===== src/rtl/arb_pkg.sv =====
`default_nettype none
// ============================================================================
// Module      : arb_pkg
// Description : Shared sizes, state encoding and helpers for the eight-way
//               round-robin arbiter and its rotated priority encoder.
// Revision    : 1.0 - initial release
// ============================================================================
package arb_pkg;

    localparam int N_REQ  = 8;   // number of requesting clients
    localparam int ID_W   = 3;   // width of a client index
    localparam int HOLD_W = 8;   // width of the hold counter (saturates at 255)

    // Arbiter control state, explicitly one bit wide
    typedef enum logic [0:0] {
        IDLE  = 1'b0,
        GRANT = 1'b1
    } arb_state_t;

    // Expand a client index into its one-hot grant vector
    function automatic logic [N_REQ-1:0] id_to_onehot(input logic [ID_W-1:0] id);
        logic [N_REQ-1:0] v;
        v     = '0;
        v[id] = 1'b1;
        return v;
    endfunction

endpackage
`default_nettype wire


===== src/rtl/rr_priority_encoder.sv =====
`default_nettype none
// ============================================================================
// Module      : rr_priority_encoder
// Description : Combinational rotated 8-to-3 priority encoder. Returns the
//               first set request bit scanning ptr, ptr+1, ... wrapping mod 8.
// Revision    : 1.0 - initial release
// ============================================================================
module rr_priority_encoder
    import arb_pkg::*;
(
    input  logic [N_REQ-1:0] req,
    input  logic [ID_W-1:0]  ptr,
    output logic [ID_W-1:0]  id,
    output logic             valid
);

    logic [ID_W-1:0] w_idx;

    // Scan from the farthest offset down to offset 0 so the last hit wins,
    // which leaves the requester closest to ptr as the result without a break.
    always_comb begin
        id    = '0;
        valid = 1'b0;
        w_idx = '0;
        for (int i = N_REQ - 1; i >= 0; i--) begin
            w_idx = ptr + ID_W'(i);
            if (req[w_idx]) begin
                id    = w_idx;
                valid = 1'b1;
            end
        end
    end

endmodule
`default_nettype wire


===== src/rtl/rr_arbiter_8.sv =====
`default_nettype none
// ============================================================================
// Module      : rr_arbiter_8
// Description : Eight-requester round-robin arbiter with registered one-hot
//               and binary grant, owner release, optional hold limit and
//               priority rotation on every release.
// Revision    : 1.0 - initial release
// ============================================================================
module rr_arbiter_8
    import arb_pkg::*;
#(
    parameter int MAX_HOLD = 16
) (
    input  logic             clk,
    input  logic             rst,
    input  logic [N_REQ-1:0] req,
    input  logic             done,
    output logic [N_REQ-1:0] grant,
    output logic [ID_W-1:0]  grant_id,
    output logic             grant_valid,
    output logic             timeout
);

    localparam logic [HOLD_W-1:0] c_max_hold = HOLD_W'(MAX_HOLD);
    localparam logic              c_limit_en = (MAX_HOLD != 0);

    arb_state_t        r_state;
    arb_state_t        w_state_nxt;
    logic [ID_W-1:0]   r_ptr;
    logic [HOLD_W-1:0] r_cnt;
    logic [N_REQ-1:0]  r_grant;
    logic [ID_W-1:0]   r_grant_id;
    logic              r_grant_valid;
    logic              r_timeout;

    logic [ID_W-1:0]   w_ptr_eff;
    logic [ID_W-1:0]   w_pick_id;
    logic              w_pick_valid;
    logic              w_owner_drop;
    logic              w_hold_hit;
    logic              w_release;

    logic [ID_W-1:0]   w_ptr_nxt;
    logic [HOLD_W-1:0] w_cnt_nxt;
    logic [N_REQ-1:0]  w_grant_nxt;
    logic [ID_W-1:0]   w_grant_id_nxt;
    logic              w_grant_valid_nxt;
    logic              w_timeout_nxt;

    // Release conditions for the current owner; the pointer moves past the
    // owner before the next pick so it can re-win only when nobody else asks.
    always_comb begin
        w_owner_drop = ~req[r_grant_id];
        w_hold_hit   = c_limit_en && (r_cnt == c_max_hold);
        w_release    = (r_state == GRANT) && (done || w_owner_drop || w_hold_hit);
        w_ptr_eff    = w_release ? (r_grant_id + ID_W'(1)) : r_ptr;
    end

    rr_priority_encoder u_pick (
        .req   (req),
        .ptr   (w_ptr_eff),
        .id    (w_pick_id),
        .valid (w_pick_valid)
    );

    // State and datapath registers; reset clears everything at the edge
    always_ff @(posedge clk) begin
        if (rst) begin
            r_state       <= IDLE;
            r_ptr         <= '0;
            r_cnt         <= '0;
            r_grant       <= '0;
            r_grant_id    <= '0;
            r_grant_valid <= 1'b0;
            r_timeout     <= 1'b0;
        end else begin
            r_state       <= w_state_nxt;
            r_ptr         <= w_ptr_nxt;
            r_cnt         <= w_cnt_nxt;
            r_grant       <= w_grant_nxt;
            r_grant_id    <= w_grant_id_nxt;
            r_grant_valid <= w_grant_valid_nxt;
            r_timeout     <= w_timeout_nxt;
        end
    end

    // Next-state: stay granted across a release whenever someone is waiting
    always_comb begin
        w_state_nxt = r_state;
        case (r_state)
            IDLE:    if (w_pick_valid) w_state_nxt = GRANT;
            GRANT:   if (w_release && !w_pick_valid) w_state_nxt = IDLE;
            default: w_state_nxt = IDLE;
        endcase
    end

    // Next values of the grant outputs, pointer and hold counter
    always_comb begin
        w_ptr_nxt         = r_ptr;
        w_cnt_nxt         = r_cnt;
        w_grant_nxt       = r_grant;
        w_grant_id_nxt    = r_grant_id;
        w_grant_valid_nxt = r_grant_valid;
        w_timeout_nxt     = 1'b0;
        case (r_state)
            IDLE: begin
                if (w_pick_valid) begin
                    w_grant_nxt       = id_to_onehot(w_pick_id);
                    w_grant_id_nxt    = w_pick_id;
                    w_grant_valid_nxt = 1'b1;
                    w_cnt_nxt         = HOLD_W'(1);
                end
            end
            GRANT: begin
                if (w_release) begin
                    w_ptr_nxt = w_ptr_eff;
                    // Only a pure hold-limit release is reported as a timeout
                    w_timeout_nxt = w_hold_hit && !done && !w_owner_drop;
                    if (w_pick_valid) begin
                        w_grant_nxt    = id_to_onehot(w_pick_id);
                        w_grant_id_nxt = w_pick_id;
                        w_cnt_nxt      = HOLD_W'(1);
                    end else begin
                        // grant_id keeps its last value while idle
                        w_grant_nxt       = '0;
                        w_grant_valid_nxt = 1'b0;
                        w_cnt_nxt         = '0;
                    end
                end else if (r_cnt != '1) begin
                    w_cnt_nxt = r_cnt + HOLD_W'(1);
                end
            end
            default: begin
                w_grant_nxt       = '0;
                w_grant_valid_nxt = 1'b0;
            end
        endcase
    end

    assign grant       = r_grant;
    assign grant_id    = r_grant_id;
    assign grant_valid = r_grant_valid;
    assign timeout     = r_timeout;

endmodule
`default_nettype wire


===== config.mk =====
export PLATFORM = sky130hd
export DESIGN_NAME = rr_arbiter_8
export DESIGN_NICKNAME = d
export VERILOG_FILES = /design/src/rtl/arb_pkg.sv /design/src/rtl/rr_priority_encoder.sv /design/src/rtl/rr_arbiter_8.sv
export SDC_FILE = /design/constraint.sdc
export NUM_CORES = 1
export LEC_CHECK = 0
export CORE_MARGIN = 4
export CORE_UTILIZATION = 50
export DETAILED_ROUTE_END_ITERATION = 7
export PLACE_DENSITY = 0.71
export SYNTH_ARGS = -nofsm -noshare
export SYNTH_HDL_FRONTEND = slang
export SYNTH_SLANG_ARGS = --single-unit

===== constraint.sdc =====
create_clock -name clk -period 9.2 [get_ports clk]
set_input_delay 2.76 -clock clk [delete_from_list [all_inputs] [get_ports clk]]
set_output_delay 2.76 -clock clk [all_outputs]
set_load 0.005 [all_outputs]

==> impl_metrics.toml, run 1 <==
[outcome]
status = "complete, no violations"

[floorplan]
row_count = 25
die_h_um = 78.3
core_sq_um = 4750
fp.dieW_um = 78.3
io_pins = 24
dieArea_sq_um = 6130
start_util = 0.520

[cts]
root_buffer = "clkbuf_8"
ctsResizeCount = 0
postCtsSetupBuffers = 0
cts_made_buffers = 3
cts_hold_buf = 0
clk_latency_ns = 0.27
htreeDepth = 1
path_clk_slew_ns = 0.08
cts.sinks = 25
cts.path.max_buffers = 2
cts_tree = "yes"

[layout]
nets = 331
syn_to_final_growth_pct = 11.1
drive_gt1_frac = 0.118
fin_util = 0.578
antenna_cells = 0

[grt]
grt_use_met3 = 0.0321
track_usage = 0.214
antenna_found_initial = 0
grt_util_met2 = 0.351
busiest_layer = "met2"
met1_usage = 0.300
grt-ovfl-total = 0
grt_pass1_wl_um = 10900
grt_max_degree = 25
grt_pass1_vias = 2235

[drt]
first_pass_iters = 4
vias = 2420
via_per_inst = 6.35
first_iter_violations = 205
ant_nets = 0
detail_route.wl_per_cell_um = 16.8
routed_wirelength_um = 6420
drc_errors = 0

[sta]
setup_viol_count_final = 0
timing.hold.ws_ns = 0.482
hold_viol = 0
finalMaxSlewViolations = 0
tightestPinTransition_ns = 0.959
fin_skew_ns = 0.00932
fin_crit_ns = 7.38
post-route-period-util = 0.802
setup_tns_ns = 0
slew_headroom = 0.348
rsz0062_at_grt = "false"
max_freq_mhz = 135

[worst_hold_path]
min_to = "grant[5]"
whs_path_depth = 1
hold_path_class = "register to register"
hold_start = "grant[5]"

[setup_path]
ff2ff_setup_slack_ns = 4.21
crit_fanout = 24
startpoint_type = "input pin"
cp_slowest_cell = "ha_1"
cp.required_ns = 9.36
critical_path.max_stage_delay_ns = 0.66
crit_path_frequent_cell = "mux2i_1"
r2r_end = "grant[6]"
crit_chain = "clkdlybuf4s50_1, mux2i_1, a32oi_1, nand4_1, o211a_1, ha_1, mux2i_1, mux2_2, mux2i_1, a21oi_1, or3_1, o211ai_1, nor2_1, a22o_1"
reg2reg_from = "grant_id[0]"
crit_type = "input pin to register"
crit_path_end_kind = "register"
reg2regPathDepth = 14
crit_arrival_ns = 7.54

[placed_design]
portBuffers = 23
dp_hpwl_um = 4920
gp_congestion = 0.958

[synth]
synthFlopType = "dfxtp_1"
syn_inst = 301
synthArstFlopShare = 0
ys_seq_elements = 25
synth.avg_cell_area_sq_um = 8.21
synth_edf_count = 0
synth_seq_area_share = 0.202
yosysWarnings = 0
syn-cell-area_sq_um = 2470
synth_nets = 317
synth.distinct_cells = 70

[power_and_ir_drop]
seqPwrFrac = 0.152
power_density_nw_per_um2 = 375
power_w = 0.00103
intPower_w = 0.000508
ir_drop_mv = 0.205
combPwrFrac = 0.786
p_leak_nw = 1.07
p_clk_frac = 0.062
power_switching_w = 0.000522
switching_share = 0.507

[run]
cap_violations = 0
## registers in the layout (all words and copies together) (netlist names)
signal / flops
grant_id: 3
r_ptr: 3
r_cnt: 8
grant: 8
grant_valid: 1
timeout: 1
r_state: 1
## worst max path at each step
stage / from / to / slack [ns]
2_1_floorplan: req[6] / grant[1] / 2.76
3_3_place_gp: req[4] / grant[6] / 1.76
4_1_cts: req[0] / grant[6] / 1.89
6_report: req[4] / grant[6] / 1.82
5_1_grt: req[4] / grant[6] / 1.39
3_5_place_dp: req[0] / grant[6] / 1.62
## metal layers
metal	wire length, um	vias up
li1	-	1176
met1	3080	1152
met2	2930	81
met3	324	11
met4	82	0
met5	0	-
## metrics by stage
stage                     setup WS [ns]  instance area [sq um]  instances
after floorplan                    2.76                   2470        301
after global placement             1.76                   2700        377
after detailed placement           1.62                   2700        377
after CTS                          1.89                   2750        381
after global routing               1.39                   2750        381
final                              1.82                   2750        381
## final cells by class
cell class	instances	area [sq um]
fill	446	2010
multi-input combinational	243	1820
sequential	25	500
timing repair buffer	23	230
tap	67	83.8
inverter	19	71.3
clock buffer	3	41.3
clock inverter	1	5.00
## cells in the mapped netlist (6+ instances only)
cell type / count / share of area
a211oi_1: 7 / 0.021
a21oi_1: 13 / 0.026
a31oi_1: 6 / 0.015
buf_2: 8 / 0.016
dfxtp_1: 25 / 0.20
inv_1: 17 / 0.026
mux2_2: 6 / 0.027
mux2i_1: 24 / 0.097
nand2_1: 15 / 0.023
nand3_1: 8 / 0.016
nand4_1: 6 / 0.015
nor2_1: 28 / 0.043
nor3_1: 11 / 0.022
nor4_1: 7 / 0.018
o21ai_0: 9 / 0.018
or3_1: 6 / 0.015
xnor2_1: 7 / 0.025
## layout by cell type (no fill, tap or decap), drive strengths merged, types with 9 or more instances in the layout
cell type and count:
nor2 28, dfxtp 25, mux2i 25, inv 19
clkdlybuf4s50 23, nor3 12, o21ai 10, a21oi 13
nand2 16, xnor2 9
## power groups by stage
stage / Sequential, W / Combinational, W / Clock [W]
final: 0.000156 / 0.000809 / 0.0000637
after floorplan: 0.000146 / 0.000647 / 0
after CTS: 0.000156 / 0.000800 / 0.0000672
after global routing: 0.000160 / 0.000891 / 0.0000722
after global placement: 0.000160 / 0.000787 / 0
after detailed placement: 0.000158 / 0.000795 / 0
## logic make-up (layout without fill, tap and decap cells)
| family | Yosys count | after routing | share of synthesized area |
|---|---|---|---|
| simple gates | 105 | 105 | 0.239 |
| compound gates | 90 | 90 | 0.284 |
| buf+inv | 33 | 46 | 0.0633 |
| mux | 32 | 32 | 0.141 |
| flops | 25 | 25 | 0.202 |
| xor+xnor | 11 | 11 | 0.0450 |
| fa+ha+maj | 5 | 5 | 0.0253 |
## critical path: cells and delay by family
kind                     cells  cell delay (ns)
multiplexers                 4             0.97
AO/OA/AOI/OAI                5             1.78
buffers and inverters        1             0.61
AND/OR/NAND/NOR              3             0.74
adder cells (fa/ha/maj)      1             0.66
(Power assumes the default switching activity.)
==> run 2, diff against run 1 <==
- clock period: 9.2 -> 7 ns (I/O delays scaled with it)
==> impl_metrics.toml, run 2 (synthesized netlist as in run 1, its figures left out) <==
[cts]
cts.sinks = 25
htreeDepth = 1
clk_latency_ns = 0.27
postCtsSetupBuffers = 0
ctsResizeCount = 0
cts_made_buffers = 3
root_buffer = "clkbuf_8"
path_clk_slew_ns = 0.08
cts_tree = "yes"
cts_hold_buf = 0
cts.path.max_buffers = 2

[layout]
antenna_cells = 0
mostFrequentLayoutCells = "nor2_1 (28), dfxtp_1 (25), mux2i_1 (24)"
final_common_cell = "nor2_1"
syn_to_final_growth_pct = 12.7
drive_gt1_frac = 0.132
nets = 336
final_cells = 386

[outcome]
status = "complete, no violations"

[sta]
setup_tns_ns = 0
rsz0062_at_grt = "false"
slew_headroom = 0.521
fin_crit_ns = 6.40
tightestPinTransition_ns = 0.713
hold_viol = 0
fin_skew_ns = 0.00663
max_freq_mhz = 156
finalMaxSlewViolations = 0
setup_viol_count_final = 0
post-route-period-util = 0.914

[drt]
first_iter_violations = 289
detail_route.wl_per_cell_um = 17.9
routed_wirelength_um = 6930
drc_errors = 0
vias = 2521
ant_nets = 0
first_pass_iters = 5
via_per_inst = 6.53

[setup_path]
crit_path_frequent_cell = "mux2i_1"
crit_type = "input pin to register"
crit_buf_inv = 1
reg2reg_from = "grant_id[0]"
crit_arrival_ns = 6.57
startpoint_type = "input pin"
cp.required_ns = 7.17
crit_fanout = 11
cp_slowest_cell = "clkdlybuf4s50_1"
critPathTopFamily = "compound AO/OA/AOI/OAI gates"
ff2ff_setup_slack_ns = 2.29
critical_path.max_stage_delay_ns = 0.61
crit_chain = "clkdlybuf4s50_1, mux2i_1, a32oi_1, o21ai_1, nor3_4, ha_1, mux2i_1, mux2_2, mux2i_1, a21oi_1, or3_1, o211ai_1, nor2_1, a22o_1"
r2r_end = "grant[6]"
reg2regPathDepth = 14
crit_path_end_kind = "register"

[power_and_ir_drop]
ir_drop_mv = 0.244
power_density_nw_per_um2 = 503
p_leak_nw = 1.10

[placed_design]
dp_hpwl_um = 5310
gp_congestion = 0.932
dp_cells = 382
portBuffers = 23

[grt]
grt_pass1_vias = 2346
grt_pass1_wl_um = 11400
track_usage = 0.229
antenna_found_initial = 0
grt_max_degree = 18
grt-ovfl-total = 0

[worst_hold_path]
hold_path_class = "register to register"
hold_start = "grant[5]"
whs_path_depth = 1
min_to = "grant[5]"

[floorplan]
core_sq_um = 4750
start_util = 0.520
row_count = 25
die_h_um = 78.3
io_pins = 24
fp.dieW_um = 78.3
dieArea_sq_um = 6130

[run]
cap_violations = 0
## run 2: cell count changes in the layout (fill, tap and decap cells not counted)
cell,change
buf_4,+5
## run 2: how the worst max path moves through the flow
stage / slack, ns / cells past startpoint / from / end
after floorplan: 1.22 / 16 / req[6] / grant[1]
after global routing: 0.28 / 14 / req[4] / grant[6]
after global placement: 0.59 / 14 / req[4] / grant[6]
final: 0.60 / 14 / req[4] / grant[6]
after detailed placement: 0.42 / 14 / req[4] / grant[6]
after CTS: 0.69 / 14 / req[4] / grant[2]
## run 2: stage by stage
step | total power (W) | hold WS [ns] | setup WS, ns | area, sq um | utilization
2_1_floorplan | 0.00104 | 0.466 | 1.22 | 2470 | -
5_1_grt | 0.00151 | 0.504 | 0.279 | 2790 | 0.586
6_report | 0.00140 | 0.481 | 0.600 | 2790 | 0.586
3_5_place_dp | 0.00128 | 0.462 | 0.423 | 2740 | 0.576
3_3_place_gp | 0.00127 | 0.462 | 0.589 | 2740 | 0.576
4_1_cts | 0.00137 | 0.486 | 0.688 | 2790 | 0.586
## run 2: area by class of cell
type                    count  area [sq um]
inverters                  19          71.3
fillers                   441          1970
multi-input cells         243          1820
well taps                  67          83.8
clock buffers               3          41.3
clock inverters             1          5.00
repair buffers             28           268
flip-flops and latches     25           500
## run 2: where the power goes
part / switching [W] / internal (W) / leakage (nW) / total, W
Sequential: 0.0000332 / 0.000172 / 0.204 / 0.000205
Combinational: 0.000636 / 0.000473 / 0.868 / 0.00111
Clock: 0.0000455 / 0.0000398 / 0.0255 / 0.0000853
## run 2: layer usage
metal | track usage | vias up | wire (um)
met1 | 0.327 | 1200 | 3270
met4 | 0.0594 | 0 | 125
met3 | 0.0333 | 14 | 496
met5 | 0 | - | 0
li1 | - | 1187 | -
met2 | 0.360 | 120 | 3040
